## config.mk

```make
export PLATFORM = sky130hd
export DESIGN_NAME = record_play_sequencer
export DESIGN_NICKNAME = d
export VERILOG_FILES = /design/src/rtl/record_play_sequencer.sv
export SDC_FILE = /design/constraint.sdc
export NUM_CORES = 1
export LEC_CHECK = 0
export BUFFER_PORTS_ARGS = -buffer_cell sky130_fd_sc_hd__clkbuf_2
export CELL_PAD_IN_SITES_DETAIL_PLACEMENT = 1
export CELL_PAD_IN_SITES_GLOBAL_PLACEMENT = 1
export CORE_ASPECT_RATIO = 0.6
export CORE_MARGIN = 1
export CORE_UTILIZATION = 38
export CTS_BUF_LIST = sky130_fd_sc_hd__clkbuf_16
export CTS_CLUSTER_DIAMETER = 40
export CTS_CLUSTER_SIZE = 10
export DETAILED_ROUTE_END_ITERATION = 8
export GPL_TIMING_DRIVEN = 0
export MAX_ROUTING_LAYER = met4
export PLACE_DENSITY_LB_ADDON = 0.1
export SYNTH_ARGS = -nofsm -noshare
export SYNTH_HDL_FRONTEND = slang
export SYNTH_SLANG_ARGS = --single-unit
export TNS_END_PERCENT = 5
```

## constraint.sdc

```tcl
create_clock -name clk -period 5.6 [get_ports clk]
set_clock_uncertainty 0.05 [all_clocks]
set_input_delay 0.84 -clock clk [delete_from_list [all_inputs] [get_ports clk]]
set_output_delay 0.84 -clock clk [all_outputs]
set_load 0.05 [all_outputs]
```

## src/rtl/record_play_sequencer.sv

```systemverilog
// record_play_sequencer: record/playback/delete control FSM issuing single-cycle song-memory commands.
// Define PLAY_LOOP_EN to repeat the selected slot until btn_stop instead of ending playback.
module record_play_sequencer #(
    parameter int DATA_WIDTH  = 8,
    parameter int SLOT_BITS   = 4,
    parameter int MAX_SLOT    = 8,
    parameter int PRE_WRITTEN = 5,
    parameter int DUR_BITS    = 10
) (
    input  logic                  clk,
    input  logic                  rst_n,
    input  logic                  tick,
    input  logic                  btn_record,
    input  logic                  btn_play,
    input  logic                  btn_stop,
    input  logic                  btn_save,
    input  logic                  btn_discard,
    input  logic                  btn_delete,
    input  logic [SLOT_BITS-1:0]  sel_in,
    input  logic                  key_valid,
    input  logic [DATA_WIDTH-1:0] key_note,
    input  logic                  mem_full,
    input  logic [MAX_SLOT:0]     mem_unit_status,
    input  logic                  mem_output_ready,
    input  logic [DATA_WIDTH-1:0] mem_data,
    input  logic [DUR_BITS-1:0]   mem_duration,
    output logic                  mem_write_en,
    output logic                  mem_read_en,
    output logic                  mem_read_rst,
    output logic                  mem_save,
    output logic                  mem_discard,
    output logic                  mem_delete,
    output logic [SLOT_BITS-1:0]  mem_select,
    output logic [DATA_WIDTH-1:0] mem_data_in,
    output logic [DATA_WIDTH-1:0] play_note,
    output logic                  play_valid,
    output logic [2:0]            state,
    output logic                  err
);
    typedef enum logic [2:0] {
        IDLE       = 3'd0,
        REC        = 3'd1,
        CONFIRM    = 3'd2,
        PLAY_START = 3'd3,
        PLAY       = 3'd4,
        DEL        = 3'd5
    } state_t;

    localparam logic [SLOT_BITS-1:0] LAST_SEL = SLOT_BITS'(MAX_SLOT);
    localparam logic [SLOT_BITS-1:0] USER_SEL = SLOT_BITS'(PRE_WRITTEN);

    state_t st, st_d;
    logic [DUR_BITS-1:0]   cnt, cnt_d, dur_eff;
    logic [DUR_BITS:0]     cnt_inc;
    logic [SLOT_BITS-1:0]  sel_d;
    logic [DATA_WIDTH-1:0] wdata_d;
    logic wait_q, wait_d, wr_d, rd_d, rrst_d, save_d, disc_d, del_d, err_d;
    logic b_save, b_disc, b_del, b_play, b_rec, sel_ok, term;

    // one-hot priority decode: stop > save > discard > delete > play > record
    assign b_save = btn_save & ~btn_stop;
    assign b_disc = btn_discard & ~btn_save & ~btn_stop;
    assign b_del  = btn_delete & ~btn_discard & ~btn_save & ~btn_stop;
    assign b_play = btn_play & ~btn_delete & ~btn_discard & ~btn_save & ~btn_stop;
    assign b_rec  = btn_record & ~btn_play & ~btn_delete & ~btn_discard & ~btn_save & ~btn_stop;

    assign sel_ok  = (sel_in <= LAST_SEL) && mem_unit_status[sel_in];
    assign cnt_inc = {1'b0, cnt} + {{DUR_BITS{1'b0}}, 1'b1};
    assign dur_eff = (mem_duration == '0) ? {{(DUR_BITS-1){1'b0}}, 1'b1} : mem_duration;
    assign term    = cnt_inc >= {1'b0, dur_eff};

    assign state      = st;
    assign play_valid = (st == PLAY) && mem_output_ready;
    assign play_note  = play_valid ? mem_data : '0;

    always_comb begin
        st_d    = st;
        cnt_d   = cnt;
        wait_d  = 1'b0;
        sel_d   = mem_select;
        wdata_d = mem_data_in;
        wr_d    = 1'b0;
        rd_d    = 1'b0;
        rrst_d  = 1'b0;
        save_d  = 1'b0;
        disc_d  = 1'b0;
        del_d   = 1'b0;
        err_d   = 1'b0;
        case (st)
            IDLE: begin
                if (b_rec) begin
                    err_d = mem_full;
                    st_d  = mem_full ? IDLE : REC;
                end else if (b_play) begin
                    sel_d  = sel_in;
                    err_d  = !sel_ok;
                    rrst_d = sel_ok;
                    st_d   = sel_ok ? PLAY_START : IDLE;
                end else if (b_del) begin
                    sel_d = sel_in;
                    err_d = !sel_ok || (sel_in < USER_SEL);
                    del_d = !err_d;
                    st_d  = err_d ? IDLE : DEL;
                end
            end
            REC: begin
                if (btn_stop) st_d = CONFIRM;
                else if (tick) begin
                    wr_d    = 1'b1;
                    wdata_d = key_valid ? key_note : '0;
                end
            end
            CONFIRM: begin
                save_d = b_save;
                disc_d = b_disc;
                st_d   = (b_save || b_disc) ? IDLE : CONFIRM;
            end
            PLAY_START: begin
                cnt_d = '0;
                st_d  = PLAY;
            end
            PLAY: begin
                if (btn_stop) st_d = IDLE;
                else if (wait_q) st_d = PLAY;
                else if (!mem_output_ready) begin
`ifdef PLAY_LOOP_EN
                    st_d   = PLAY_START;
                    rrst_d = 1'b1;
`else
                    st_d = IDLE;
`endif
                end else if (tick) begin
                    rd_d   = term;
                    wait_d = term;
                    cnt_d  = term ? '0 : cnt_inc[DUR_BITS-1:0];
                end
            end
            DEL: st_d = IDLE;
            default: st_d = IDLE;
        endcase
    end

    always_ff @(posedge clk or negedge rst_n) begin
        if (!rst_n) begin
            st           <= IDLE;
            cnt          <= '0;
            wait_q       <= 1'b0;
            mem_select   <= '0;
            mem_data_in  <= '0;
            mem_write_en <= 1'b0;
            mem_read_en  <= 1'b0;
            mem_read_rst <= 1'b0;
            mem_save     <= 1'b0;
            mem_discard  <= 1'b0;
            mem_delete   <= 1'b0;
            err          <= 1'b0;
        end else begin
            st           <= st_d;
            cnt          <= cnt_d;
            wait_q       <= wait_d;
            mem_select   <= sel_d;
            mem_data_in  <= wdata_d;
            mem_write_en <= wr_d;
            mem_read_en  <= rd_d;
            mem_read_rst <= rrst_d;
            mem_save     <= save_d;
            mem_discard  <= disc_d;
            mem_delete   <= del_d;
            err          <= err_d;
        end
    end
endmodule

```

-- After elaboration in Yosys (flattened, before gate mapping)
Index checks and enable logic that the tools add are counted.
- output and inout port bits: 31
- logic and storage cells: 108
- flip-flop bits (word level): 32
- bits of input ports: 51
- bitwise operators: 21
- equality and inequality tests: 11
- order comparisons: 4
- reduce and logical (&&, ||, !) cells: 14
- mux-type cells: 46
- add/subtract/negate cells: 1
- operators by type and width (cell ; count):
    $mux W10 ; 6
    $mux W3 ; 8
    $mux W1 ; 23
    $pmux W10 S2 ; 1
    $mux W8 ; 2
    $and A1 B1 Y1 ; 15
    $pmux W3 S5 ; 1
    $add A10 B1 Y11 const B ; 1
    $ge A11 B10 Y1 ; 1
    $logic_not A10 Y1 ; 1
    $ne A2 B2 Y1 const B ; 5
    $reduce_and A3 Y1 ; 3
    $mux W4 ; 2
    $ne A4 B4 Y1 const B ; 2
    $eq A3 B2 Y1 const B ; 2
    $not A1 Y1 ; 6
    $lt A4 B5 Y1 const B ; 1
    $reduce_and A5 Y1 ; 1
    $bmux W1 S4 ; 1
    $le A4 B4 Y1 const B ; 1
    $lt A4 B3 Y1 const B ; 1
    $mux W2 ; 2
    $reduce_bool A2 Y1 ; 2
    $eq A3 B1 Y1 const B ; 1
    other kinds (5) ; 8

-- Longest topological paths before layout
Gate-level depths: netlist of run 1.
- depth in word-level cells: 10
- depth in mapped cells: 12
- mapped depth without buffers: 11

-- Least setup slack after synthesis of run 1
Ideal clock, no wire load.
- path kind: reg2out
- start point: register st[1] (netlist: state[1])
- end point: output port play_note[0]
- path buffers: 2
- arrival: 2279 ps
- stages on the path, launching flop included: 6
- setup slack: 2431 ps
- required time: 4710 ps
- cell sequence: dfrtp_1 clkbuf_1 nor2_1 and3_1 clkbuf_1 and2_1
- word-level cells in the longest chain between the ends: 3
- RTL lines (item ; line ; text):
    from (decl) ; 52 ; state_t st, st_d;
    from (signal assigned) ; 158 ; st <= st_d;
    $eq A3 B3 Y1 ; 73 ; assign play_valid = (st == PLAY) && mem_output_ready;
    $logic_and A1 B1 Y1 ; 73 ;
    net play_valid ; 36 ; output logic play_valid,
    $mux W8 ; 74 ; assign play_note = play_valid ? mem_data : '0;
    to (decl) ; 35 ; output logic [DATA_WIDTH-1:0] play_note,
The timed path passes the listed nets, and every way through them passes these cells.

-- Worst setup path after layout of run 1
- start point: register cnt[0]
- end point: register cnt[5]
- word-level cells in the longest chain between the ends: 8
- RTL lines (item ; line ; text):
    from (decl) ; 53 ; logic [DUR_BITS-1:0] cnt, cnt_d, dur_eff;
    from (signal assigned) ; 159 ; cnt <= cnt_d;
    $add A10 B1 Y11 (*) ; 68 ; assign cnt_inc = {1'b0, cnt} + {{DUR_BITS{1'b0}}, 1'b1};
    $ge A11 B10 Y1 ; 70 ; assign term = cnt_inc >= {1'b0, dur_eff};
    $mux W10 (*) ; 135 ; cnt_d = term ? '0 : cnt_inc[DUR_BITS-1:0];
    $mux W10 (*) ; 132 ; end else if (tick) begin
    $mux W10 (*) ; 125 ; else if (!mem_output_ready) begin
    $mux W10 (*) ; 124 ; else if (wait_q) st_d = PLAY;
    $mux W10 (*) ; 123 ; if (btn_stop) st_d = IDLE;
    $pmux W10 S2 (*) ; 89 ; case (st)
Every way passes the cells marked *; elsewhere a longest branch is shown, timed or not. The select of a mux whose other input is x is not followed.
A chain may end at the register's enable or synchronous reset.

==> metrics.txt, run 1 <==
status=finished clean; crit path kind=flip-flop to flip-flop; Antenna Diode Count=0; setup bufs post-CTS=0; TritonRoute pass-1 iters=4; Lkg Pwr=between 1 and 1.5 nW; CTS tree=built; FF+latch count, synth=32; hold_ws=0.410 ns; syn_nets=approximately 290; DP Wirelength=~4.4 mm; Sink Count=32; GRT Util Overall=0.211; 1st-iter DRT viols=50; Buffers on Ports=78; DRT antenna net count=0; filler cell count=roughly 640; DRC=0; synth warn=0; number of global-route vias before repair=roughly 1,900; Multi-input gate area=roughly 1200 um^2; final non-filler cell total=about 380; Sequential Area=~800 um^2; placed cell count=about 370; Post-Synth XOR/XNOR Area=0.0337; Yosys cell types=54; first-pass GRT wire length=9.23 mm; Vias=between 1,500 and 2,000; Max Transition Viols Final=0; post-synthesis adder-cell area fraction=0.0661; Hold Path Cell Cnt=2; Syn Area/Cell=about 9 um^2; Max-Cap Viols=0; cell count after synthesis=230; Synth Flop Type=dfrtp_1; Setup TNS Final=0 ns; H-tree lvl count=2; clock tree buffer depth=2; crit share post-route=0.622; Core ar.=slightly above 5000 um^2; Clk pin slew, worst setup/hold paths=around 0.05 ns; reg-to-reg setup timing slack=around 2.1 ns; proportion of layout cells with a drive suffix above 1=0.321; cts repair resizes=0; Post-Synth Simple-Gate Area=0.268; maximum vdd drop=0.157 mV; RSZ-0062 raised after global routing=no; worst min path class=flip-flop to flip-flop; Clock Latency Late Sink=roughly 0.27 ns; Pwr Density=around 260 nW/um^2; Tmin final=3.48 ns; Rows=20; sequential area share after synthesis=0.385; CP Max Fanout=10; Worst Path Arrival=about 3.6 ns; Hold Fails Final Rpt=0; Worst path slowest cell=dfrtp_1; initial antenna violation count=0; I/O pins=between 80 and 90; commonest non-fill, non-tap cell in the layout=clkbuf_2; Slew @ Worst Pin=slightly below 0.8 ns; total die area=5790 um^2; initial core utilization=0.404; vias per cell=roughly 5.2; nets@finish=about 380; type of origin of the critical path=flip-flop; Final WS setup=2.12 ns; main combinational cell family by area after synthesis=simple AND/OR/NAND/NOR gates; EDFF count, synth=0; Placement Setup Slack=between 2 and 2.5 ns; drt total wl=5.40 mm; most frequent CP cell=ha_1; Congestion Overflow GR=0; root buffer cell=clkbuf_16; f_max=287 MHz; post-synthesis mux area share=0.0409; worst-path cell chain=ha_1 > nand3_1 > nor3_1 > xnor2_1 > inv_1 > ha_1 > and3_1 > a221o_1 > a31oi_2 > nand3b_2 > o21ai_0; final setup vio count=0; area delta synth->final=29.2%; CP peak stage delay=0.44 ns; crit end category=flip-flop; CTS Hold Bufs=0; compound-gate portion of the synthesized area=0.156; number of buffers created by CTS=5; largest net degree at the start of global routing=33; Req. time, crit path=5.73 ns; FFs w/ async S/R, synth=1.00; cells on worst reg2reg path=11; cell area after synthesis=approximately 2100 um^2; Routed wire per std cell=about 14 um; most frequent cells in the layout=clkbuf_2, dfrtp_1, nand2_1; Placer Congestion=between 0.8 and 0.9; Worst slew margin=0.478; chip height=between 50 and 60 um; Die W=about 100 um
[cell usage after synthesis, types with 2 or more instances]
library cell,number,area share
nand3_1,14,0.034
nor2_1,6,0.011
a21o_1,4,0.014
nand3b_1,2,0.0072
nor3_1,10,0.024
a211o_1,2,0.0084
and3_1,7,0.021
inv_1,14,0.025
mux2i_1,4,0.019
nand2_1,30,0.054
dfrtp_1,32,0.38
ha_1,11,0.066
a32oi_1,4,0.017
mux2_2,4,0.022
nor4_1,2,0.0060
nand2b_1,5,0.015
a21oi_1,7,0.017
and4b_1,2,0.0096
o221ai_1,2,0.0084
buf_2,2,0.0048
clkbuf_1,6,0.011
xnor2_1,7,0.029
and2_1,9,0.027
o21ai_0,13,0.031
or2_2,2,0.0060
[per-stage QoR]
stage / power [mW] / instance area (um^2) / util
after global routing: 0.725 / 2690 / 0.521
after CTS: 0.699 / 2690 / 0.521
after floorplan: 0.386 / 2080 / -
after detailed placement: 0.446 / 2550 / 0.495
final: 0.691 / 2690 / 0.521
after global placement: 0.443 / 2550 / 0.495
[critical path: cells and delay by family (launching register included)]
kind                     cells  cell delay, ns
adder cells (fa/ha/maj)      2            0.56
AND/OR/NAND/NOR              4            1.08
XOR/XNOR                     1            0.20
buffers and inverters        1            0.07
AO/OA/AOI/OAI                3            0.99
flip-flops                   1            0.44
[power breakdown]
part           switching, mW  internal [mW]  total [mW]
clock network         0.0910          0.159       0.250
registers             0.0129          0.252       0.265
logic                  0.123         0.0524       0.176
total                  0.227          0.464       0.691
[metal layers]
metal,vias up,share of wire,track usage
met5,-,0,-
met4,0,0.0035,0.0441
met3,2,0.063,0.0566
met2,59,0.39,0.294
met1,923,0.54,0.307
li1,1003,-,-
[sequential cells by signal, indices dropped and copies added, names as in the netlist]
name and count:
mem_delete 1, mem_read_rst 1, mem_discard 1, wait_q 1, state 3, cnt 10, mem_data_in 8, err 1
mem_save 1, mem_write_en 1, mem_select 4
[cell type report]
type                            instances  share of cell area
Multi-Input combinational cell        173               0.437
Inverter                               15              0.0209
Timing Repair Buffer                   78               0.145
Clock inverter                          2             0.00326
Buffer                                 10              0.0182
Clock buffer                            5              0.0466
Tap cell                               66              0.0307
Sequential cell                        32               0.298
[cells by family after synthesis]
family	after synthesis
muxes	8
adders and majority gates	11
buffers and inverters	25
xor gates and xnor gates	8
and+or+nand+nor	100
DFF	32
AOI/OAI and AO/OA	46
[worst paths after layout]
| check | from | end |
|---|---|---|
| setup / recovery | cnt[0]$_DFFE_PN0P_ | cnt[5]$_DFFE_PN0P_ |
| hold / removal | mem_data_in[5]$_DFFE_PN0P_ | mem_data_in[5]$_DFFE_PN0P_ |
| setup reg to reg | cnt[0]$_DFFE_PN0P_ | cnt[5]$_DFFE_PN0P_ |
| hold reg to reg | mem_data_in[5]$_DFFE_PN0P_ | mem_data_in[5]$_DFFE_PN0P_ |
| max in group asynchronous | rst_n | mem_data_in[0]$_DFFE_PN0P_ |
| min in group asynchronous | rst_n | mem_discard$_DFF_PN0_ |
Note: power is estimated with default switching activity, not from simulation.
==> inputs of run 2 (changes only) <==
--- a/config.mk
+++ b/config.mk
@@ -10,7 +10,7 @@
 export CELL_PAD_IN_SITES_GLOBAL_PLACEMENT = 1
 export CORE_ASPECT_RATIO = 0.6
 export CORE_MARGIN = 1
-export CORE_UTILIZATION = 38
+export CORE_UTILIZATION = 32
 export CTS_BUF_LIST = sky130_fd_sc_hd__clkbuf_16
 export CTS_CLUSTER_DIAMETER = 40
 export CTS_CLUSTER_SIZE = 10
==> constraint.sdc (replaced) <==
create_clock -name clk -period 2.9 [get_ports clk]
set_clock_uncertainty 0.05 [all_clocks]
set_input_delay 0.435 -clock clk [delete_from_list [all_inputs] [get_ports clk]]
set_output_delay 0.435 -clock clk [all_outputs]
set_load 0.05 [all_outputs]
==> metrics.txt, run 2 (synthesized netlist as in run 1, its figures left out) <==
Clk pin slew, worst setup/hold paths=0.05 ns (about the same); Buffers on Ports=78 (unchanged); initial antenna violation count=0 (unchanged); final non-filler cell total=423 (+11%); CTS tree=built; worst min path class=input pin to async pin; Slew @ Worst Pin=0.852 ns (+0.0697 ns); Pwr Density=478 nW/um^2 (+86%); worst r2r src=cnt[4]$_DFFE_PN0P_; Sink Count=32 (unchanged); status=finished clean; Worst slew margin=0.432 (-0.0465); Vias=2,183 (+9.9%); Routed wire per std cell=16.4 um (+16%); total die area=6840 um^2 (+18%); crit share post-route=0.986 (+0.364); commonest non-fill, non-tap cell in the layout=clkbuf_2; vias per cell=5.16 (-1.0%); initial core utilization=0.336 (-0.0677); Core ar.=6190 um^2 (+20%); clock tree buffer depth=2 (unchanged); cells on worst reg2reg path=12 (+1); crit path kind=flip-flop to flip-flop; Rows=22 (+10%); root buffer cell=clkbuf_16; Tmin final=2.86 ns (-0.624 ns); GRT Util Overall=0.202 (-0.00984); DRC=0 (unchanged); H-tree lvl count=2 (unchanged); DP Wirelength=4.59 mm (+5.0%); Worst Path Arrival=2.99 ns (-0.62 ns); Top reg by flops=cnt; f_max=350 MHz (+22%); chip height=64.5 um (+8.7%); Antenna Diode Count=0 (unchanged); Regs by FF count=cnt (10), mem_data_in (8), mem_select (4); Die W=106 um (+8.8%); crit end category=flip-flop; nets@finish=400 (+6.1%); Design Power=1.48 mW (+110%); most frequent cells in the layout=clkbuf_2, nand2_1, dfrtp_1; Placer Congestion=0.806 (-1.8%); Placement Setup Slack=-0.628 ns (-2.80 ns); internal power=1.01 mW (+120%); Switch Pwr=0.475 mW (+110%); Clock Latency Late Sink=0.28 ns (about the same); placed cell count=392 (+4.8%); 1st-iter DRT viols=106 (+110%); proportion of layout cells with a drive suffix above 1=0.437 (+0.116); Switching Share=0.321 (-0.00801); TritonRoute pass-1 iters=4 (unchanged); CTS Hold Bufs=0 (unchanged); number of global-route vias before repair=2,122 (+11%); Final WS setup=0.0408 ns (-2.08 ns); max reg flops=10 (unchanged); I/O pins=82 (unchanged); type of origin of the critical path=flip-flop; DRT antenna net count=0 (unchanged); maximum vdd drop=0.327 mV (+110%); Max-Cap Viols=0 (unchanged); CP Max Fanout=5 (-5); R2R Path End=cnt[4]$_DFFE_PN0P_; Req. time, crit path=3.03 ns (-2.70 ns); largest net degree at the start of global routing=33 (unchanged); drt total wl=6.93 mm (+28%); filler cell count=739 (+16%); clock power share=0.404 (+0.042); Seq pwr share=0.347 (-0.037); number of buffers created by CTS=5 (unchanged); area delta synth->final=49.0%; combinational group share of total power=0.249 (-0.005); first-pass GRT wire length=10.4 mm (+13%); Congestion Overflow GR=0 (unchanged); Hold Fails Final Rpt=0 (unchanged); Max Transition Viols Final=0 (unchanged); reg-to-reg setup timing slack=0.04 ns (-2.08 ns); Lkg Pwr=1.62 nW (+11%); final setup vio count=0 (unchanged)
[run 2: cell count changes in the layout (fill, tap and decap cells not counted), sizes merged]
cell and change:
bufinv +1, clkbuf -1, buf +23, nand3b +1
[run 2: timing repair]
item                       4_1_cts  5_1_grt
setup endpoints to repair       11       11
buffers inserted                 4       19
pin swaps                        2       10
resized for setup               21       14
hold endpoints to repair         0        0
cloned                           1        0
[run 2: layout make-up]
type / count / area (um^2) / area share
Inverter: 15 / 56.3 / 0.0182
Multi-Input combinational cell: 174 / 1350 / 0.436
Timing Repair Buffer: 101 / 571 / 0.184
Buffer: 9 / 45.0 / 0.0145
Clock inverter: 3 / 38.8 / 0.0125
Clock buffer: 5 / 125 / 0.0404
Sequential cell: 32 / 808 / 0.261
Tap cell: 84 / 105 / 0.0339
[run 2: power by group through the flow]
stage / registers [mW] / logic [mW] / clock network [mW]
after CTS: 0.514 / 0.356 / 0.607
final: 0.514 / 0.368 / 0.599
after floorplan: 0.644 / 0.100 / 0
after detailed placement: 0.519 / 0.344 / 0
after global routing: 0.518 / 0.397 / 0.635
after global placement: 0.517 / 0.338 / 0
[run 2: stage by stage]
step / setup TNS, ns / hold WS [ns] / area, um^2 / util
3_5_place_dp: -6.39 / 0.412 / 2580 / 0.416
2_1_floorplan: 0 / 0.0894 / 2080 / -
6_report: 0 / 0.200 / 3100 / 0.501
3_3_place_gp: -5.64 / 0.401 / 2580 / 0.416
5_1_grt: -0.0786 / 0.284 / 3100 / 0.501
4_1_cts: 0 / 0.238 / 2880 / 0.464
[run 2: worst max-delay path by stage]
stage | from | to | cells after the start
floorplan | cnt[0]$_DFFE_PN0P_ | cnt[3]$_DFFE_PN0P_ | 11
global placement | cnt[0]$_DFFE_PN0P_ | cnt[9]$_DFFE_PN0P_ | 11
detailed placement | cnt[0]$_DFFE_PN0P_ | cnt[6]$_DFFE_PN0P_ | 11
CTS | cnt[0]$_DFFE_PN0P_ | cnt[0]$_DFFE_PN0P_ | 11
global route | cnt[4]$_DFFE_PN0P_ | cnt[4]$_DFFE_PN0P_ | 11
finish | cnt[4]$_DFFE_PN0P_ | cnt[4]$_DFFE_PN0P_ | 12
[run 2: critical path: stages (launching register included)]
cell,delay [ns]
dfrtp_2,0.44
and3_1,0.21
and3_4,0.20
and3_4,0.20
xnor2_4,0.17
inv_2,0.06
ha_4,0.24
and3_4,0.16
a221o_1,0.33
a31oi_4,0.31
buf_6,0.17
a32oi_1,0.10
o21ai_0,0.13
[run 2: routing by layer]
layer | vias to the layer above | share of wire | GRT usage
met5 | - | 0 | -
met4 | 0 | 0.020 | 0.0469
met3 | 16 | 0.051 | 0.0453
met2 | 73 | 0.45 | 0.310
met1 | 1051 | 0.48 | 0.271
li1 | 1043 | - | -
==> inputs of run 3 (changes only) <==
--- a/config.mk
+++ b/config.mk
@@ -6,18 +6,16 @@
 export NUM_CORES = 1
 export LEC_CHECK = 0
 export BUFFER_PORTS_ARGS = -buffer_cell sky130_fd_sc_hd__clkbuf_2
-export CELL_PAD_IN_SITES_DETAIL_PLACEMENT = 1
-export CELL_PAD_IN_SITES_GLOBAL_PLACEMENT = 1
 export CORE_ASPECT_RATIO = 0.6
 export CORE_MARGIN = 1
-export CORE_UTILIZATION = 32
+export CORE_UTILIZATION = 44
 export CTS_BUF_LIST = sky130_fd_sc_hd__clkbuf_16
 export CTS_CLUSTER_DIAMETER = 40
 export CTS_CLUSTER_SIZE = 10
 export DETAILED_ROUTE_END_ITERATION = 8
 export GPL_TIMING_DRIVEN = 0
 export MAX_ROUTING_LAYER = met4
-export PLACE_DENSITY_LB_ADDON = 0.1
+export PLACE_DENSITY = 0.76
 export SYNTH_ARGS = -nofsm -noshare
 export SYNTH_HDL_FRONTEND = slang
 export SYNTH_SLANG_ARGS = --single-unit
==> metrics.txt, run 3 (synthesized netlist as in run 1, its figures left out) <==
type of origin of the critical path=flip-flop; Hold Fails Final Rpt=0 (unchanged); Core ar.=4320 um^2 (-30%); Final Util=0.696 (+0.195); crit share post-route=0.973 (-0.0126); Rows=18 (-18%); TritonRoute pass-1 iters=4 (unchanged); most frequent CP cell=and3_4; crit path kind=flip-flop to flip-flop; initial antenna violation count=0 (unchanged); combinational group share of total power=0.244 (-0.005); final setup vio count=0 (unchanged); Design Power=1.45 mW (-2.1%); DRT antenna net count=0 (unchanged); Clk pin slew, worst setup/hold paths=0.05 ns (about the same); DP Wirelength=3.83 mm (-16%); internal power=1.00 mW (-0.56%); 1st-iter DRT viols=122 (+15%); Worst Path Arrival=2.96 ns (-0.03 ns); GRT Util Overall=0.227 (+0.0256); Lkg Pwr=1.58 nW (-2.3%); nets@finish=396 (-1.0%); Antenna Diode Count=0 (unchanged); CTS tree=built; maximum vdd drop=0.323 mV (-1.5%); filler cell count=330 (-55%); DRC=0 (unchanged); crit end category=flip-flop; clock power share=0.400 (-0.004); Final WS setup=0.0774 ns (+0.0366 ns); worst min path class=input pin to async pin; f_max=354 MHz (+1.3%); Top reg by flops=cnt; Max-Cap Viols=0 (unchanged); R2R Path End=cnt[3]$_DFFE_PN0P_; worst r2r src=cnt[1]$_DFFE_PN0P_; reg-to-reg setup timing slack=0.08 ns (+0.04 ns); area delta synth->final=44.6%; vias per cell=5.41 (+4.9%); Congestion Overflow GR=0 (unchanged); worst-path cell chain=and3_4 > and3_4 > and3_4 > xnor2_2 > inv_2 > ha_4 > and3_4 > a221o_1 > a31oi_4 > buf_6 > nand3_1 > o211ai_1; H-tree lvl count=2 (unchanged); proportion of layout cells with a drive suffix above 1=0.427 (-0.00971); Tmin final=2.82 ns (-0.0366 ns); total die area=5020 um^2 (-27%); CP endpoint=cnt[3]$_DFFE_PN0P_; Buffers on Ports=78 (unchanged); Worst slew margin=0.485 (+0.0528); root buffer cell=clkbuf_16; Routed wire per std cell=14.3 um (-13%); number of global-route vias before repair=1,914 (-9.8%); drt total wl=5.63 mm (-19%); chip height=55.3 um (-14%); Worst path slowest cell=dfrtp_2; most frequent cells in the layout=clkbuf_2, nand2_1, dfrtp_1; Placement Setup Slack=-0.590 ns (+0.0378 ns); Sink Count=32 (unchanged); Switch Pwr=0.450 mW (-5.3%); Regs by FF count=cnt (10), mem_data_in (8), mem_select (4); first-pass GRT wire length=8.76 mm (-16%); commonest non-fill, non-tap cell in the layout=clkbuf_2; Clock Latency Late Sink=0.28 ns (about the same); Post-DP Area=2550 um^2 (-1.2%); Seq pwr share=0.355 (+0.008); Design Area, Final=3010 um^2 (-2.9%); Pwr Density=482 nW/um^2 (+0.88%); CP peak stage delay=0.45 ns (about the same); Req. time, crit path=3.04 ns (about the same); CP Max Fanout=4 (-1); Slew @ Worst Pin=0.773 ns (-0.0793 ns); I/O pins=82 (unchanged); status=finished clean; max reg flops=10 (unchanged); number of buffers created by CTS=5 (unchanged); Die W=90.8 um (-14%); cells on worst reg2reg path=12 (unchanged); CP startpoint=cnt[1]$_DFFE_PN0P_; Vias=2,138 (-2.1%); initial core utilization=0.481 (+0.145); clock tree buffer depth=2 (unchanged); largest net degree at the start of global routing=33 (unchanged); Switching Share=0.310 (-0.0106); Max Transition Viols Final=0 (unchanged); Placer Congestion=0.796 (-1.2%)
-- run 3: what timing repair did --
action | 4_1_cts | 5_1_grt
cloned | 1 | 0
gates resized for setup | 19 | 16
pin swaps | 3 | 7
hold buffers | 0 | 0
buffers inserted | 6 | 13
endpoints found under the setup margin | 11 | 11
-- run 3: area by class of cell --
type | instances | area [um^2] | area share
plain buffers | 9 | 45.0 | 0.0150
clock buffers | 5 | 125 | 0.0416
clock inverters | 3 | 38.8 | 0.0129
inverters | 15 | 56.3 | 0.0187
multi-input cells | 174 | 1320 | 0.439
flip-flops and latches | 32 | 808 | 0.269
well taps | 60 | 75.1 | 0.0249
repair buffers | 97 | 541 | 0.180
-- run 3: power by group through the flow --
stage	registers (mW)	clock network (mW)	logic, mW
3_5_place_dp	0.519	0	0.338
4_1_cts	0.515	0.592	0.347
6_report	0.515	0.581	0.354
5_1_grt	0.519	0.619	0.383
3_3_place_gp	0.518	0	0.332
2_1_floorplan	0.644	0	0.100
-- run 3: metal layers --
| metal | vias up | wire length, um | track usage |
|---|---|---|---|
| met5 | - | 0 | - |
| met4 | 0 | 65 | 0.0658 |
| met3 | 10 | 502 | 0.0689 |
| met2 | 103 | 2540 | 0.332 |
| met1 | 989 | 2520 | 0.305 |
| li1 | 1036 | - | - |
-- run 3: worst max-delay path: cells and delay by family, from the launching register on --
| kind | cells | cell delay [ns] |
|---|---|---|
| flops | 1 | 0.45 |
| xor+xnor | 1 | 0.17 |
| fa+ha+maj | 1 | 0.24 |
| simple gates | 5 | 0.81 |
| buf+inv | 2 | 0.23 |
| compound gates | 3 | 0.79 |
-- run 3: stage by stage --
stage | TNS (ns) | instances | hold WS, ns
2_1_floorplan | 0 | 230 | 0.0894
3_3_place_gp | -3.65 | 368 | 0.403
3_5_place_dp | -4.67 | 368 | 0.411
4_1_cts | 0 | 382 | 0.199
5_1_grt | -0.0890 | 395 | 0.240
6_report | 0 | 395 | 0.177
-- run 3: how the worst min path moves through the flow --
| stage | from | end | slack (ns) |
|---|---|---|---|
| floorplan | rst_n | cnt[0]$_DFFE_PN0P_ | 0.09 |
| global placement | mem_data_in[7]$_DFFE_PN0P_ | mem_data_in[7]$_DFFE_PN0P_ | 0.40 |
| detailed placement | mem_data_in[2]$_DFFE_PN0P_ | mem_data_in[2]$_DFFE_PN0P_ | 0.41 |
| CTS | rst_n | mem_read_rst$_DFF_PN0_ | 0.20 |
| global route | rst_n | err$_DFF_PN0_ | 0.24 |
| finish | rst_n | mem_read_rst$_DFF_PN0_ | 0.18 |
